[config.mk]
export PLATFORM = sky130hd
export DESIGN_NAME = cflog_write_ctrl_flat
export DESIGN_NICKNAME = d
export VERILOG_FILES = /design/src/rtl/cflog_pkg.sv /design/src/rtl/cflog_write_ctrl_if.sv /design/src/rtl/cflog_wr_port.sv /design/src/rtl/cflog_write_ctrl.sv /design/src/flat_wrapper.sv
export SDC_FILE = /design/constraint.sdc
export NUM_CORES = 1
export LEC_CHECK = 0
export CAP_MARGIN = 5
export CORE_MARGIN = 2
export CORE_UTILIZATION = 47
export CTS_CLUSTER_DIAMETER = 100
export CTS_CLUSTER_SIZE = 20
export DETAILED_ROUTE_END_ITERATION = 8
export GPL_ROUTABILITY_DRIVEN = 1
export PLACE_DENSITY = 0.82
export SYNTH_ARGS = -nofsm -noshare
export SYNTH_HDL_FRONTEND = slang
export SYNTH_SLANG_ARGS = --single-unit
[constraint.sdc]
create_clock -name clk -period 1.85 [get_ports clk]
set_input_delay 0.2775 -clock clk [delete_from_list [all_inputs] [get_ports clk]]
set_output_delay 0.2775 -clock clk [all_outputs]
set_load 0.05 [all_outputs]
[src/rtl/cflog_pkg.sv]
// Shared definitions for the CF-Log write controller: state encoding, entry size, address helper.
// Optional build macro CFLOG_LOOP_COMPRESS_EN selects 3-word entries with loop-count compression.
package cflog_pkg;

`ifdef CFLOG_LOOP_COMPRESS_EN
  typedef enum logic [2:0] {IDLE, WAIT_DST, WR_SRC, WR_DST, WR_CNT, FULL} state_t;
  localparam int unsigned ENTRY_WORDS = 3;
`else
  typedef enum logic [2:0] {IDLE, WAIT_DST, WR_SRC, WR_DST, FULL} state_t;
  localparam int unsigned ENTRY_WORDS = 2;
`endif

  // State entered once the destination fetch has been observed.
  localparam state_t E_STATE_FETCH = WR_SRC;

  function automatic logic [15:0] word_addr(input logic [15:0] base, input logic [15:0] idx);
    return base + (idx << 1);
  endfunction

endpackage

[src/rtl/cflog_write_ctrl_if.sv]
// Req/ack write port from the CF-Log controller into the log memory.
// Build macro CFLOG_LOOP_COMPRESS_EN does not affect this interface.
interface cflog_write_ctrl_if;
  logic        log_wr_en;
  logic [15:0] log_wr_addr;
  logic [15:0] log_wr_data;
  logic        log_wr_ack;

  modport master (output log_wr_en, log_wr_addr, log_wr_data, input log_wr_ack);
  modport slave  (input log_wr_en, log_wr_addr, log_wr_data, output log_wr_ack);
endinterface

[src/rtl/cflog_wr_port.sv]
// Holds one req/ack write: address/data stay put until acked; a load in the ack cycle chains writes.
// Build macro CFLOG_LOOP_COMPRESS_EN does not affect this block.
module cflog_wr_port (
  input  logic        clk,
  input  logic        reset,
  input  logic        load,
  input  logic [15:0] load_addr,
  input  logic [15:0] load_data,
  input  logic        ack,
  output logic        en,
  output logic [15:0] addr,
  output logic [15:0] data
);

  always_ff @(posedge clk) begin
    if (reset) begin
      en   <= 1'b0;
      addr <= '0;
      data <= '0;
    end else if (load) begin
      en   <= 1'b1;
      addr <= load_addr;
      data <= load_data;
    end else if (en && ack) begin
      en <= 1'b0;
    end
  end

endmodule

[src/rtl/cflog_write_ctrl.sv]
// CF-Log write sequencer: captures src/dst PC per branch, writes the entry, halts and flushes when full.
// Build macro CFLOG_LOOP_COMPRESS_EN: 3-word entries (src, dst, count) with repeated-pair count update.
module cflog_write_ctrl
  import cflog_pkg::*;
#(
  parameter logic [15:0] LOG_BASE = 16'hE000,
  parameter logic [15:0] LOG_SIZE = 16'h0040
) (
  input  logic                      clk,
  input  logic                      reset,
  input  logic [15:0]               pc,
  input  logic                      branch_detect,
  input  logic                      inst_fetch,
  cflog_write_ctrl_if.master        log_port,
  output logic [15:0]               log_ptr,
  output logic                      cpu_halt,
  output logic                      flush_req,
  input  logic                      flush_done,
  output logic                      overflow_err
);

  state_t      state;
  logic [15:0] src, dst;
  logic        load;
  logic [15:0] load_addr, load_data;
  logic        wr_done;
  logic [15:0] ptr_next;

  assign wr_done  = log_port.log_wr_en && log_port.log_wr_ack;
  assign ptr_next = log_ptr + 16'(ENTRY_WORDS);

`ifdef CFLOG_LOOP_COMPRESS_EN
  logic [15:0] last_src, last_dst, last_cnt, cnt_addr;
  logic        last_vld, cnt_only, hit;

  assign hit = last_vld && (src == last_src) && (pc == last_dst) && (last_cnt != 16'hFFFF);
`endif

  always_comb begin
    load      = 1'b0;
    load_addr = word_addr(LOG_BASE, log_ptr);
    load_data = src;
    case (state)
      WAIT_DST: if (inst_fetch) begin
        load = 1'b1;
`ifdef CFLOG_LOOP_COMPRESS_EN
        if (hit) begin
          load_addr = cnt_addr;
          load_data = last_cnt + 16'd1;
        end
`endif
      end
      WR_SRC: if (wr_done) begin
        load      = 1'b1;
        load_addr = word_addr(LOG_BASE, log_ptr + 16'd1);
        load_data = dst;
      end
`ifdef CFLOG_LOOP_COMPRESS_EN
      WR_DST: if (wr_done) begin
        load      = 1'b1;
        load_addr = word_addr(LOG_BASE, log_ptr + 16'd2);
        load_data = 16'd1;
      end
`endif
      default: ;
    endcase
  end

  cflog_wr_port u_wr_port (
    .clk       (clk),
    .reset     (reset),
    .load      (load),
    .load_addr (load_addr),
    .load_data (load_data),
    .ack       (log_port.log_wr_ack),
    .en        (log_port.log_wr_en),
    .addr      (log_port.log_wr_addr),
    .data      (log_port.log_wr_data)
  );

  always_ff @(posedge clk) begin
    if (reset) begin
      state        <= IDLE;
      src          <= '0;
      dst          <= '0;
      log_ptr      <= '0;
      cpu_halt     <= 1'b0;
      flush_req    <= 1'b0;
      overflow_err <= 1'b0;
`ifdef CFLOG_LOOP_COMPRESS_EN
      last_src <= '0;
      last_dst <= '0;
      last_cnt <= '0;
      cnt_addr <= '0;
      last_vld <= 1'b0;
      cnt_only <= 1'b0;
`endif
    end else begin
      // A branch is lost if it collides with the dst fetch or arrives while writing/full.
      if (branch_detect && ((state == WAIT_DST && inst_fetch) ||
                            (state != IDLE && state != WAIT_DST)))
        overflow_err <= 1'b1;
`ifdef CFLOG_LOOP_COMPRESS_EN
      if (flush_done) last_vld <= 1'b0;
`endif
      case (state)
        IDLE: if (branch_detect) begin
          src   <= pc;
          state <= WAIT_DST;
        end
        WAIT_DST: if (inst_fetch) begin
          dst      <= pc;
          cpu_halt <= 1'b1;
`ifdef CFLOG_LOOP_COMPRESS_EN
          cnt_only <= hit;
          state    <= hit ? WR_CNT : E_STATE_FETCH;
`else
          state    <= E_STATE_FETCH;
`endif
        end
        WR_SRC: if (wr_done) state <= WR_DST;
`ifdef CFLOG_LOOP_COMPRESS_EN
        WR_DST: if (wr_done) state <= WR_CNT;
        WR_CNT: if (wr_done) begin
          if (cnt_only) begin
            last_cnt <= last_cnt + 16'd1;
            cpu_halt <= 1'b0;
            state    <= IDLE;
          end else begin
            last_src <= src;
            last_dst <= dst;
            last_cnt <= 16'd1;
            last_vld <= 1'b1;
            cnt_addr <= log_port.log_wr_addr;
            log_ptr  <= ptr_next;
            if (ptr_next == LOG_SIZE) begin
              flush_req <= 1'b1;
              state     <= FULL;
            end else begin
              cpu_halt <= 1'b0;
              state    <= IDLE;
            end
          end
        end
`else
        WR_DST: if (wr_done) begin
          log_ptr <= ptr_next;
          if (ptr_next == LOG_SIZE) begin
            flush_req <= 1'b1;
            state     <= FULL;
          end else begin
            cpu_halt <= 1'b0;
            state    <= IDLE;
          end
        end
`endif
        FULL: if (flush_done) begin
          log_ptr   <= '0;
          flush_req <= 1'b0;
          cpu_halt  <= 1'b0;
          state     <= IDLE;
        end
        default: state <= IDLE;
      endcase
    end
  end

endmodule
[src/flat_wrapper.sv]
// flat-port wrapper written by rule: the top's interface ports become plain ports
module cflog_write_ctrl_flat import cflog_pkg::*;
#(
  parameter logic [15:0] LOG_BASE = 16'hE000,
  parameter logic [15:0] LOG_SIZE = 16'h0040
)
  (clk, reset, pc, branch_detect, inst_fetch, log_ptr, cpu_halt, flush_req, flush_done, overflow_err, log_port_log_wr_en, log_port_log_wr_addr, log_port_log_wr_data, log_port_log_wr_ack);
  cflog_write_ctrl_if log_port_i ();
  input  logic clk;
  input  logic reset;
  input  logic [15:0] pc;
  input  logic branch_detect;
  input  logic inst_fetch;
  output logic [15:0] log_ptr;
  output logic cpu_halt;
  output logic flush_req;
  input  logic flush_done;
  output logic overflow_err;
  output wire logic [$bits(log_port_i.log_wr_en)-1:0] log_port_log_wr_en;
  output wire logic [$bits(log_port_i.log_wr_addr)-1:0] log_port_log_wr_addr;
  output wire logic [$bits(log_port_i.log_wr_data)-1:0] log_port_log_wr_data;
  input wire logic [$bits(log_port_i.log_wr_ack)-1:0] log_port_log_wr_ack;
  assign log_port_log_wr_en = log_port_i.log_wr_en;
  assign log_port_log_wr_addr = log_port_i.log_wr_addr;
  assign log_port_log_wr_data = log_port_i.log_wr_data;
  assign log_port_i.log_wr_ack = log_port_log_wr_ack;
  cflog_write_ctrl #(.LOG_BASE(LOG_BASE), .LOG_SIZE(LOG_SIZE)) u_core (.clk(clk), .reset(reset), .pc(pc), .branch_detect(branch_detect), .inst_fetch(inst_fetch), .log_port(log_port_i), .log_ptr(log_ptr), .cpu_halt(cpu_halt), .flush_req(flush_req), .flush_done(flush_done), .overflow_err(overflow_err));
endmodule
==> results.cfg <==
[synth]
synth_fa_ha_area_share_pct = 1.32
synth.avg_cell_area_um2 = 7.80
yosysTopAreaCell = dfxtp_1
synth-seq-cells = 85
synthFlopType = dfxtp_1
syn_inst = 487
ys_seq_area_share_pct = 44.8
yosys_warnings = 0
synthArstFlopShare_pct = 0
synth.area.top_cells = dfxtp_1, nand2_1, a21oi_1
synth_compound_gate_area_share_pct = 18.2
synth_xor_area_share_pct = 0.923
synth_cell_type_count = 53
synth_top_family_by_area = simple AND/OR/NAND/NOR gates
synth_edf_count = 0
synth.top_cell.area_share_pct = 44.8
synthMuxAreaShare_pct = 0.560
netlist_area_um2 = 3800
yosys.area_share.simple_pct = 28.0

[pwr]
irDropWorstVdd_v = 0.000474
totalPowerFinal_mw = 3.83
p_leak_nw = 2.09
pwr_density_cell_nw_per_um2 = 752

[drt]
wl_per_cell_um = 14.7
vias_per_cell = 5.56
vias = 3798
drtIter0Drc = 149
drtPass1Iterations = 4
wirelength_um = 10100
drtAntennaViolNets = 0
drc = 0

[setup_path]
worst_path_max_delay_cell = clkdlybuf4s50_1
r2r_start = u_core.log_ptr[1]
cp.arrival_ns = 1.55
crit_cells = 1
reg2reg_depth = 7
end_kind = primary output
critPathRequiredTime_ns = 1.57
path_max_fanout = 2
setup.worst_path.start_class = flip-flop
critical_path_buf_inv_count = 1
critical_path.max_stage_delay_ns = 0.82
crit_type = reg -> out
critPathLaunch = u_core.u_wr_port.data[3]
path_cells = clkdlybuf4s50_1
cp_top_family = buffers and inverters

[global_routing]
grtUsageTotal_pct = 24.0
overflow = 0
grt_pass1_vias = 3803
grt_first_pass_wirelength_um = 16800
grt_max_degree = 34
antenna_found_initial = 0

[floorplan]
die-area_um2 = 8810
start_util_pct = 48.9
fp.coreArea_um2 = 7770
ios = 74
row_count = 32
die_x_um = 93.9
die_y_um = 93.9

[sta]
rsz0062_at_grt = yes
fin_skew_ns = 0.0178
slew_viol_final = 0
fin_tns_setup_ns = 0
slew_headroom_pct = 55.8
tightestPinTransition_ns = 0.663
fin_crit_ns = 1.83
setup_viol = 0
post-route-period-util_pct = 98.7
fmax_mhz = 548
timing_hold_violations_final = 0
setup_ws_ns = 0.0236
holdWs_ns = 0.445

[final_layout]
drive_above_1_share_pct = 18.6
n_fill_cell = 659
final_cell_mix = nand2_1, dfxtp_1, a21oi_1
fin_nets = 602
syn_to_final_growth_pct = 34.2
n_antenna_cell = 0
layout_commonest_cell = nand2_1

[placed_design]
place_congestion = 0.855
dp_slack_ns = -0.188
dp_hpwl_um = 6890
port_buffers = 71

[clock_network]
cts_hold_buf = 0
worst_skew_pair.late_latency_ns = 0.37
cts_tree = yes
cts_num_sinks = 85
ctsHtreeMaxLevel = 3
cts_buffers = 9
clk_pin_slew_worst_paths_ns = 0.09
clock_path_buffers = 2
root_buffer = clkbuf_8

[hold_path]
min_path_type = in -> reg
hold_depth = 2
min_from = reset

[job]
max_cap_viol_count = 0

[run_status]
status = finished clean
[path summary, 6_finish.rpt]
kind / to / slack (ns)
worst max-delay path: log_port_log_wr_data[3] / 0.02
worst min-delay path: u_core.u_wr_port.addr[14] / 0.44
worst max register to register: u_core.flush_req / 0.04
worst min register to register: u_core.u_wr_port.addr[12] / 0.45
[cell type report]
type / instances / area, um2 / area share (%)
Timing Repair Buffer: 119 / 1090 / 21.3
Clock inverter: 7 / 75.1 / 1.47
Inverter: 6 / 22.5 / 0.442
Sequential cell: 85 / 1730 / 33.9
Multi-Input combinational cell: 355 / 1930 / 38.0
Tap cell: 102 / 128 / 2.50
Clock buffer: 9 / 124 / 2.43
[state kept, by name (all words and copies together) (netlist names)]
signal	flops
u_core.state	3
u_core.u_wr_port.en	1
u_core.flush_req	1
u_core.log_ptr	15
u_core.overflow_err	1
u_core.u_wr_port.addr	15
u_core.dst	16
u_core.src	16
u_core.u_wr_port.data	16
u_core.cpu_halt	1
[metrics by stage]
step / instance area, um2 / instances / utilization [%]
2_1_floorplan: 3830 / 488 / -
3_3_place_gp: 4820 / 665 / 62.1
3_5_place_dp: 4820 / 665 / 62.1
4_1_cts: 5040 / 681 / 64.9
5_1_grt: 5090 / 683 / 65.6
6_report: 5090 / 683 / 65.6
[timing repair]
action | in CTS | in global routing
endpoints found under the setup margin | 10 | 16
buffers inserted | 0 | 2
gates cloned | 0 | 0
gates resized for setup | 13 | 14
pin swaps | 2 | 1
[per-layer routing]
metal	up-vias	share of wire [%]	global-route usage (%)
met1	1812	41	27.5
li1	1851	-	-
met2	115	50	41.8
met4	0	3.0	14.4
met3	20	5.0	3.69
met5	-	0	0
[Yosys cell counts (2+ instances only)]
| cell type | instances |
|---|---|
| a211o_1 | 2 |
| a211oi_1 | 5 |
| a21oi_1 | 61 |
| a221oi_1 | 2 |
| a22oi_1 | 3 |
| a311oi_1 | 16 |
| and2_1 | 3 |
| and3_1 | 3 |
| buf_1 | 2 |
| buf_2 | 13 |
| buf_4 | 7 |
| clkbuf_1 | 19 |
| dfxtp_1 | 85 |
| ha_1 | 4 |
| inv_1 | 6 |
| nand2_1 | 138 |
| nand2b_1 | 3 |
| nand3_1 | 7 |
| nand3b_1 | 5 |
| nand4_1 | 4 |
| nor2_1 | 39 |
| nor3_1 | 4 |
| nor3b_1 | 2 |
| nor4bb_1 | 2 |
| o211ai_1 | 4 |
| o21ai_0 | 12 |
| o32ai_1 | 2 |
| or3_1 | 5 |
| or4_1 | 3 |
| xnor2_1 | 2 |
| xor2_1 | 2 |
[cells by family (layout without fill, tap and decap cells)]
family	after synthesis	count (layout)
compound gates	112	112
xor+xnor	4	4
fa+ha+maj	4	4
buf+inv	48	141
flops	85	85
mux	2	2
other cells	1	2
simple gates	231	231
[power breakdown]
part | leakage [nW] | total [mW] | internal (mW) | switching [mW]
sequential | 0.697 | 1.95 | 1.91 | 0.0492
combinational | 1.29 | 0.560 | 0.222 | 0.338
clock | 0.0985 | 1.32 | 0.534 | 0.784
total | 2.09 | 3.83 | 2.66 | 1.17
Note: power is estimated with default switching activity, not from simulation.
